==> config.mk <==
export PLATFORM = sky130hd
export DESIGN_NAME = data_ram_arbiter
export DESIGN_NICKNAME = d
export VERILOG_FILES = /design/src/rtl/data_ram_arbiter.sv
export SDC_FILE = /design/constraint.sdc
export NUM_CORES = 1
export LEC_CHECK = 0
export CORE_ASPECT_RATIO = 0.8
export CORE_UTILIZATION = 22
export DETAILED_ROUTE_END_ITERATION = 6
export GPL_TIMING_DRIVEN = 0
export PLACE_DENSITY = 0.85
export SETUP_SLACK_MARGIN = 0.5
export SYNTH_ARGS = -nofsm -noshare
export SYNTH_HDL_FRONTEND = slang
export SYNTH_SLANG_ARGS = --single-unit
==> constraint.sdc <==
create_clock -name clk -period 3.6 [get_ports clk]
set_clock_uncertainty 0.1 [all_clocks]
set_input_delay 0.36 -clock clk [delete_from_list [all_inputs] [get_ports clk]]
set_output_delay 0.36 -clock clk [all_outputs]
set_load 0.005 [all_outputs]
==> src/rtl/data_ram_arbiter.sv <==
// Shares the data blockram between the proc core and a host/debug port.
// Round-robin arbitration with host lock; define ARB_HOST_PRIORITY_EN for strict host priority.
module data_ram_arbiter #(
  parameter int unsigned ADDR_W = 8,
  parameter int unsigned DATA_W = 8
) (
  input  logic              clk,
  input  logic              reset_n,
  input  logic              cpu_req,
  input  logic              cpu_we,
  input  logic [ADDR_W-1:0] cpu_addr,
  input  logic [DATA_W-1:0] cpu_wdata,
  output logic              cpu_gnt,
  output logic              cpu_rvalid,
  output logic [DATA_W-1:0] cpu_rdata,
  input  logic              host_req,
  input  logic              host_we,
  input  logic [ADDR_W-1:0] host_addr,
  input  logic [DATA_W-1:0] host_wdata,
  input  logic              host_lock,
  output logic              host_gnt,
  output logic              host_rvalid,
  output logic [DATA_W-1:0] host_rdata,
  output logic              mem_wen,
  output logic              mem_ren,
  output logic [ADDR_W-1:0] mem_addr,
  output logic [DATA_W-1:0] mem_wdata,
  input  logic [DATA_W-1:0] mem_rdata
);

  typedef enum logic {OwnCpu, OwnHost} owner_e;

  owner_e last_owner_q, last_owner_d;
  logic   locked_q, locked_d;
  logic   rd_cpu_q, rd_cpu_d;
  logic   rd_host_q, rd_host_d;
  logic   host_win;

  // Grants are gated by reset_n so they drop the moment reset asserts.
  always_comb begin
    cpu_gnt  = 1'b0;
    host_gnt = 1'b0;
`ifdef ARB_HOST_PRIORITY_EN
    host_win = 1'b1;
`else
    host_win = (last_owner_q == OwnCpu);
`endif
    if (reset_n) begin
      if (locked_q) begin
        host_gnt = host_req;
      end else if (host_req && cpu_req) begin
        host_gnt = host_win;
        cpu_gnt  = !host_win;
      end else begin
        host_gnt = host_req;
        cpu_gnt  = cpu_req;
      end
    end
  end

  always_comb begin
    mem_wen   = 1'b0;
    mem_ren   = 1'b0;
    mem_addr  = '0;
    mem_wdata = '0;
    if (cpu_gnt) begin
      mem_wen   = cpu_we;
      mem_ren   = !cpu_we;
      mem_addr  = cpu_addr;
      mem_wdata = cpu_wdata;
    end else if (host_gnt) begin
      mem_wen   = host_we;
      mem_ren   = !host_we;
      mem_addr  = host_addr;
      mem_wdata = host_wdata;
    end
  end

  always_comb begin
    last_owner_d = last_owner_q;
    if (host_gnt) begin
      last_owner_d = OwnHost;
    end else if (cpu_gnt) begin
      last_owner_d = OwnCpu;
    end
    locked_d = locked_q;
    if (!host_lock) begin
      locked_d = 1'b0;
    end else if (host_gnt) begin
      locked_d = 1'b1;
    end
    rd_cpu_d  = cpu_gnt && !cpu_we;
    rd_host_d = host_gnt && !host_we;
  end

  always_ff @(posedge clk or negedge reset_n) begin
    if (!reset_n) begin
      last_owner_q <= OwnCpu;
      locked_q     <= 1'b0;
      rd_cpu_q     <= 1'b0;
      rd_host_q    <= 1'b0;
    end else begin
      last_owner_q <= last_owner_d;
      locked_q     <= locked_d;
      rd_cpu_q     <= rd_cpu_d;
      rd_host_q    <= rd_host_d;
    end
  end

  assign cpu_rvalid  = rd_cpu_q;
  assign host_rvalid = rd_host_q;
  assign cpu_rdata   = rd_cpu_q ? mem_rdata : '0;
  assign host_rdata  = rd_host_q ? mem_rdata : '0;

endmodule

==> results_tabular.tex <==
\begin{tabular}{lr}
\hline
Metric & Value \\
\hline
\multicolumn{2}{l}{\textbf{Status}} \\
Run status & finished, final reports clean \\
\multicolumn{2}{l}{\textbf{STA}} \\
Final hold vios & 0 \\
Minimum setup slack in the final design & 0.9473 ns \\
Worst slew pin tran & around 0.23 ns \\
Slew headroom & 0.8436 \\
Period utilization & 0.7369 \\
Max-slew violation count & 0 \\
Tmin final & between 2 and 3 ns \\
Final TNS setup & 0 ns \\
Maximum clock rate & roughly 380 MHz \\
RSZ-0062 raised after global routing & false \\
Final Setup Violations & 0 \\
\multicolumn{2}{l}{\textbf{Floorplan}} \\
Die Wd & around 54 um \\
Die area & between 2000 and 2500 um\^{}2 \\
Total I/O pin count & between 80 and 90 \\
Area of the placeable core & about 2000 um\^{}2 \\
Row Count & 14 \\
Starting density of the core & 0.2440 \\
Chip height & roughly 44 um \\
\multicolumn{2}{l}{\textbf{Clocking}} \\
Clk sinks & 4 \\
Deepest level of the CTS H-tree & 1 \\
CTS Buf Count & 3 \\
Clk root buf & sky130\_fd\_sc\_hd\_\_clkbuf\_4 \\
CTS Buffer Depth & 2 \\
Number of cells upsized or downsized after cts & 0 \\
Hold buffers post-CTS & 0 \\
Clock slew seen by the registers of the worst setup and hold paths & 0.04 ns \\
Clock insertion delay at the later pin of the skew report & between 0.2 and 0.25 ns \\
Number of setup buffers added after CTS & 0 \\
CTS tree & yes \\
\multicolumn{2}{l}{\textbf{Synth}} \\
Share of synthesized registers carrying an async set or reset & 1.000 \\
Post-Syn Area & 483.0 um\^{}2 \\
Cell accounting for the most synthesized area & sky130\_fd\_sc\_hd\_\_and2\_1 \\
Leading post-synthesis cells by cell area & sky130\_fd\_sc\_hd\_\_and2\_1 23\%, sky130\_fd\_sc\_hd\_\_dfrtp\_1 21\%, sky130\_fd\_sc\_hd\_\_a22o\_1 20\% \\
Cells after synthesis & 56 \\
Share of synthesized area occupied by flip-flops and latches & 0.2073 \\
Post-synth top area share & 0.2332 \\
Cell variety after synth & 15 \\
Post-synthesis net count & just over 100 \\
Most frequently used flop master after synthesis & sky130\_fd\_sc\_hd\_\_dfrtp\_1 \\
Most used standard cell by instance count after synthesis & sky130\_fd\_sc\_hd\_\_and2\_1 \\
Register bit count reported by yosys & 4 \\
Most frequent cells after synthesis & 18 x sky130\_fd\_sc\_hd\_\_and2\_1, 11 x sky130\_fd\_sc\_hd\_\_a22o\_1, 7 x sky130\_fd\_sc\_hd\_\_a22o\_2 \\
Synthesized area per cell & between 8 and 9 um\^{}2 \\
Warning count from the yosys run & 0 \\
Post-synth EDFFs & 0 \\
\multicolumn{2}{l}{\textbf{Power}} \\
LEAKAGE & between 0.5 and 0.6 nW \\
Part of the power in registers & 0.217 \\
Fraction of power consumed by the clock network & 0.201 \\
Sw Share & 0.2558 \\
Worst-case vdd ir drop & roughly 0.14 mV \\
Switching power summed over all nets & between 0.06 and 0.07 mW \\
Combinational share of power & 0.582 \\
Power density over cell area & roughly 190 nW/um\^{}2 \\
Internal portion of total power & about 0.2 mW \\
\multicolumn{2}{l}{\textbf{Global routing}} \\
Met2 Track Usage GR & 0.3537 \\
Overall global routing resource usage & 0.1851 \\
Largest net degree at the start of global routing & 11 \\
Number of antenna violations at the first check in global routing & 0 \\
Global-route met1 utilization & 0.1862 \\
Overflow after GRT & 0 \\
Vias in the first global route & between 700 and 800 \\
Gr busiest metal & met2 \\
GRT met3 Usage & 0.06316 \\
Wire length of the first global-routing pass & 3.194 mm \\
\multicolumn{2}{l}{\textbf{Critical path}} \\
Data arrival time at the worst-slack endpoint & 2.19 ns \\
Critical path class & in -> out \\
Type of element capturing the critical path & primary output \\
Required time reported for the critical path endpoint & approximately 3.1 ns \\
Worst r2r path cells & 4 \\
Crit Reg-Reg Endpoint & cpu\_rvalid \\
R2R setup slack & between 2 and 2.5 ns \\
Kind of launch point of the worst setup path & input port \\
Worst r2r src & locked\_q \\
Worst-path fanout max & 10 \\
\multicolumn{2}{l}{\textbf{Hold path}} \\
Hold WC Path Type & in -> async \\
\multicolumn{2}{l}{\textbf{Placed design}} \\
Final weighted congestion in routability-driven placement & about 0.64 \\
Total placed cells including tap cells & around 160 \\
Standard cell area after detailed placement & 1354 um\^{}2 \\
IO buf count & 84 \\
Worst slack at placement & roughly 0.94 ns \\
HPWL after detailed placement & about 1.9 mm \\
\multicolumn{2}{l}{\textbf{Final layout}} \\
Antenna cell count & 0 \\
Signed area change from the synthesized netlist to the final layout & 185.0\% \\
Reg area & between 100 and 150 um\^{}2 \\
Post-route design area & 1376 um\^{}2 \\
Fraction of layout instances using a drive strength above 1 & 0.1119 \\
Final nets & approximately 190 \\
Final non-filler cell total & around 170 \\
Footprint of the multi-input gates & 332.8 um\^{}2 \\
Filler Cell Count & between 150 and 200 \\
\multicolumn{2}{l}{\textbf{Drt}} \\
DR WL/cell & 13.40 um \\
First-iteration detailed-routing DRC count & 5 \\
DRC Markers & 0 \\
Routed via count divided by cell count & roughly 4.6 \\
Vias after detailed routing & 772 \\
Antenna-violating nets left & 0 \\
Number of iterations in the first detailed-routing pass & 2 \\
Final WL & about 2.2 mm \\
\multicolumn{2}{l}{\textbf{Job}} \\
Number of maximum-capacitance violations & 0 \\
\hline
\end{tabular}
-- area by class of cell --
cell class	count	area share
Sequential cell	4	0.07273
Timing Repair Buffer	84	0.6109
Multi-Input combinational cell	44	0.2418
Inverter	4	0.01091
Buffer	4	0.02545
Clock buffer	3	0.01636
Tap cell	24	0.02182
-- logic make-up (layout without fill, tap and decap cells) --
family,after synthesis,in the layout,synth area share
and+or+nand+nor,21,21,0.2643
DFF,4,4,0.2073
buffers and inverters,8,95,0.1036
AOI/OAI and AO/OA,23,23,0.4249
-- routing by layer --
layer  vias to the layer above  routed length [um]
li1                        381                   -
met1                       335                 768
met2                        56                1131
met3                         0                 336
met4                         0                   0
met5                         -                   0
-- worst max-delay path, cell delays in order --
cell,delay (ns)
sky130_fd_sc_hd__clkdlybuf4s50_1,0.59
sky130_fd_sc_hd__nand2_1,0.14
sky130_fd_sc_hd__a31oi_2,0.19
sky130_fd_sc_hd__buf_2,0.24
sky130_fd_sc_hd__a22o_1,0.16
sky130_fd_sc_hd__clkdlybuf4s50_1,0.51
-- power by group through the flow --
stage | logic (mW) | registers [mW] | clock network, mW
floorplan | 0.0458 | 0.0553 | 0
global placement | 0.150 | 0.0562 | 0
detailed placement | 0.153 | 0.0571 | 0
CTS | 0.154 | 0.0567 | 0.0558
global route | 0.165 | 0.0574 | 0.0573
finish | 0.153 | 0.0570 | 0.0529
-- sequential cells by signal, summed over array words and instances, names as in the netlist --
register      flops
host_rvalid       1
locked_q          1
cpu_rvalid        1
last_owner_q      1
-- worst max path at each step --
| stage | from | endpoint | slack, ns | cells after the start |
|---|---|---|---|---|
| after floorplan | locked_q | mem_addr[2] | 2.15 | 4 |
| after global placement | reset_n | mem_wdata[7] | 0.97 | 6 |
| after detailed placement | reset_n | mem_wdata[7] | 0.94 | 6 |
| after CTS | reset_n | mem_wdata[7] | 0.92 | 6 |
| after global routing | reset_n | mem_wdata[7] | 0.79 | 6 |
| final | reset_n | mem_wdata[7] | 0.95 | 6 |
-- through the flow --
| stage | hold slack [ns] | total power, mW | util |
|---|---|---|---|
| finish | 0.2558 | 0.2626 | 0.6953 |
| global route | 0.2644 | 0.2793 | 0.6953 |
| CTS | 0.2548 | 0.2667 | 0.6953 |
| detailed placement | 0.4234 | 0.2097 | 0.6839 |
| global placement | 0.3909 | 0.2058 | 0.6839 |
| floorplan | -0.03559 | 0.1012 | - |
-- cell usage in the layout, fill, tap and decap left out --
master and instances:
sky130_fd_sc_hd__clkdlybuf4s50_1 84, sky130_fd_sc_hd__and2_1 18, sky130_fd_sc_hd__a22o_1 11, sky130_fd_sc_hd__a22o_2 7, sky130_fd_sc_hd__inv_1 4, sky130_fd_sc_hd__dfrtp_1 4
sky130_fd_sc_hd__clkbuf_4 3, sky130_fd_sc_hd__buf_6 2, sky130_fd_sc_hd__nand2_1 2, sky130_fd_sc_hd__nand3b_1 1, sky130_fd_sc_hd__a21oi_2 1, sky130_fd_sc_hd__a31oi_2 1
sky130_fd_sc_hd__buf_4 1, sky130_fd_sc_hd__buf_2 1, sky130_fd_sc_hd__o21ai_0 1, sky130_fd_sc_hd__a21oi_1 1, sky130_fd_sc_hd__o21a_1 1
(Power assumes the default switching activity.)
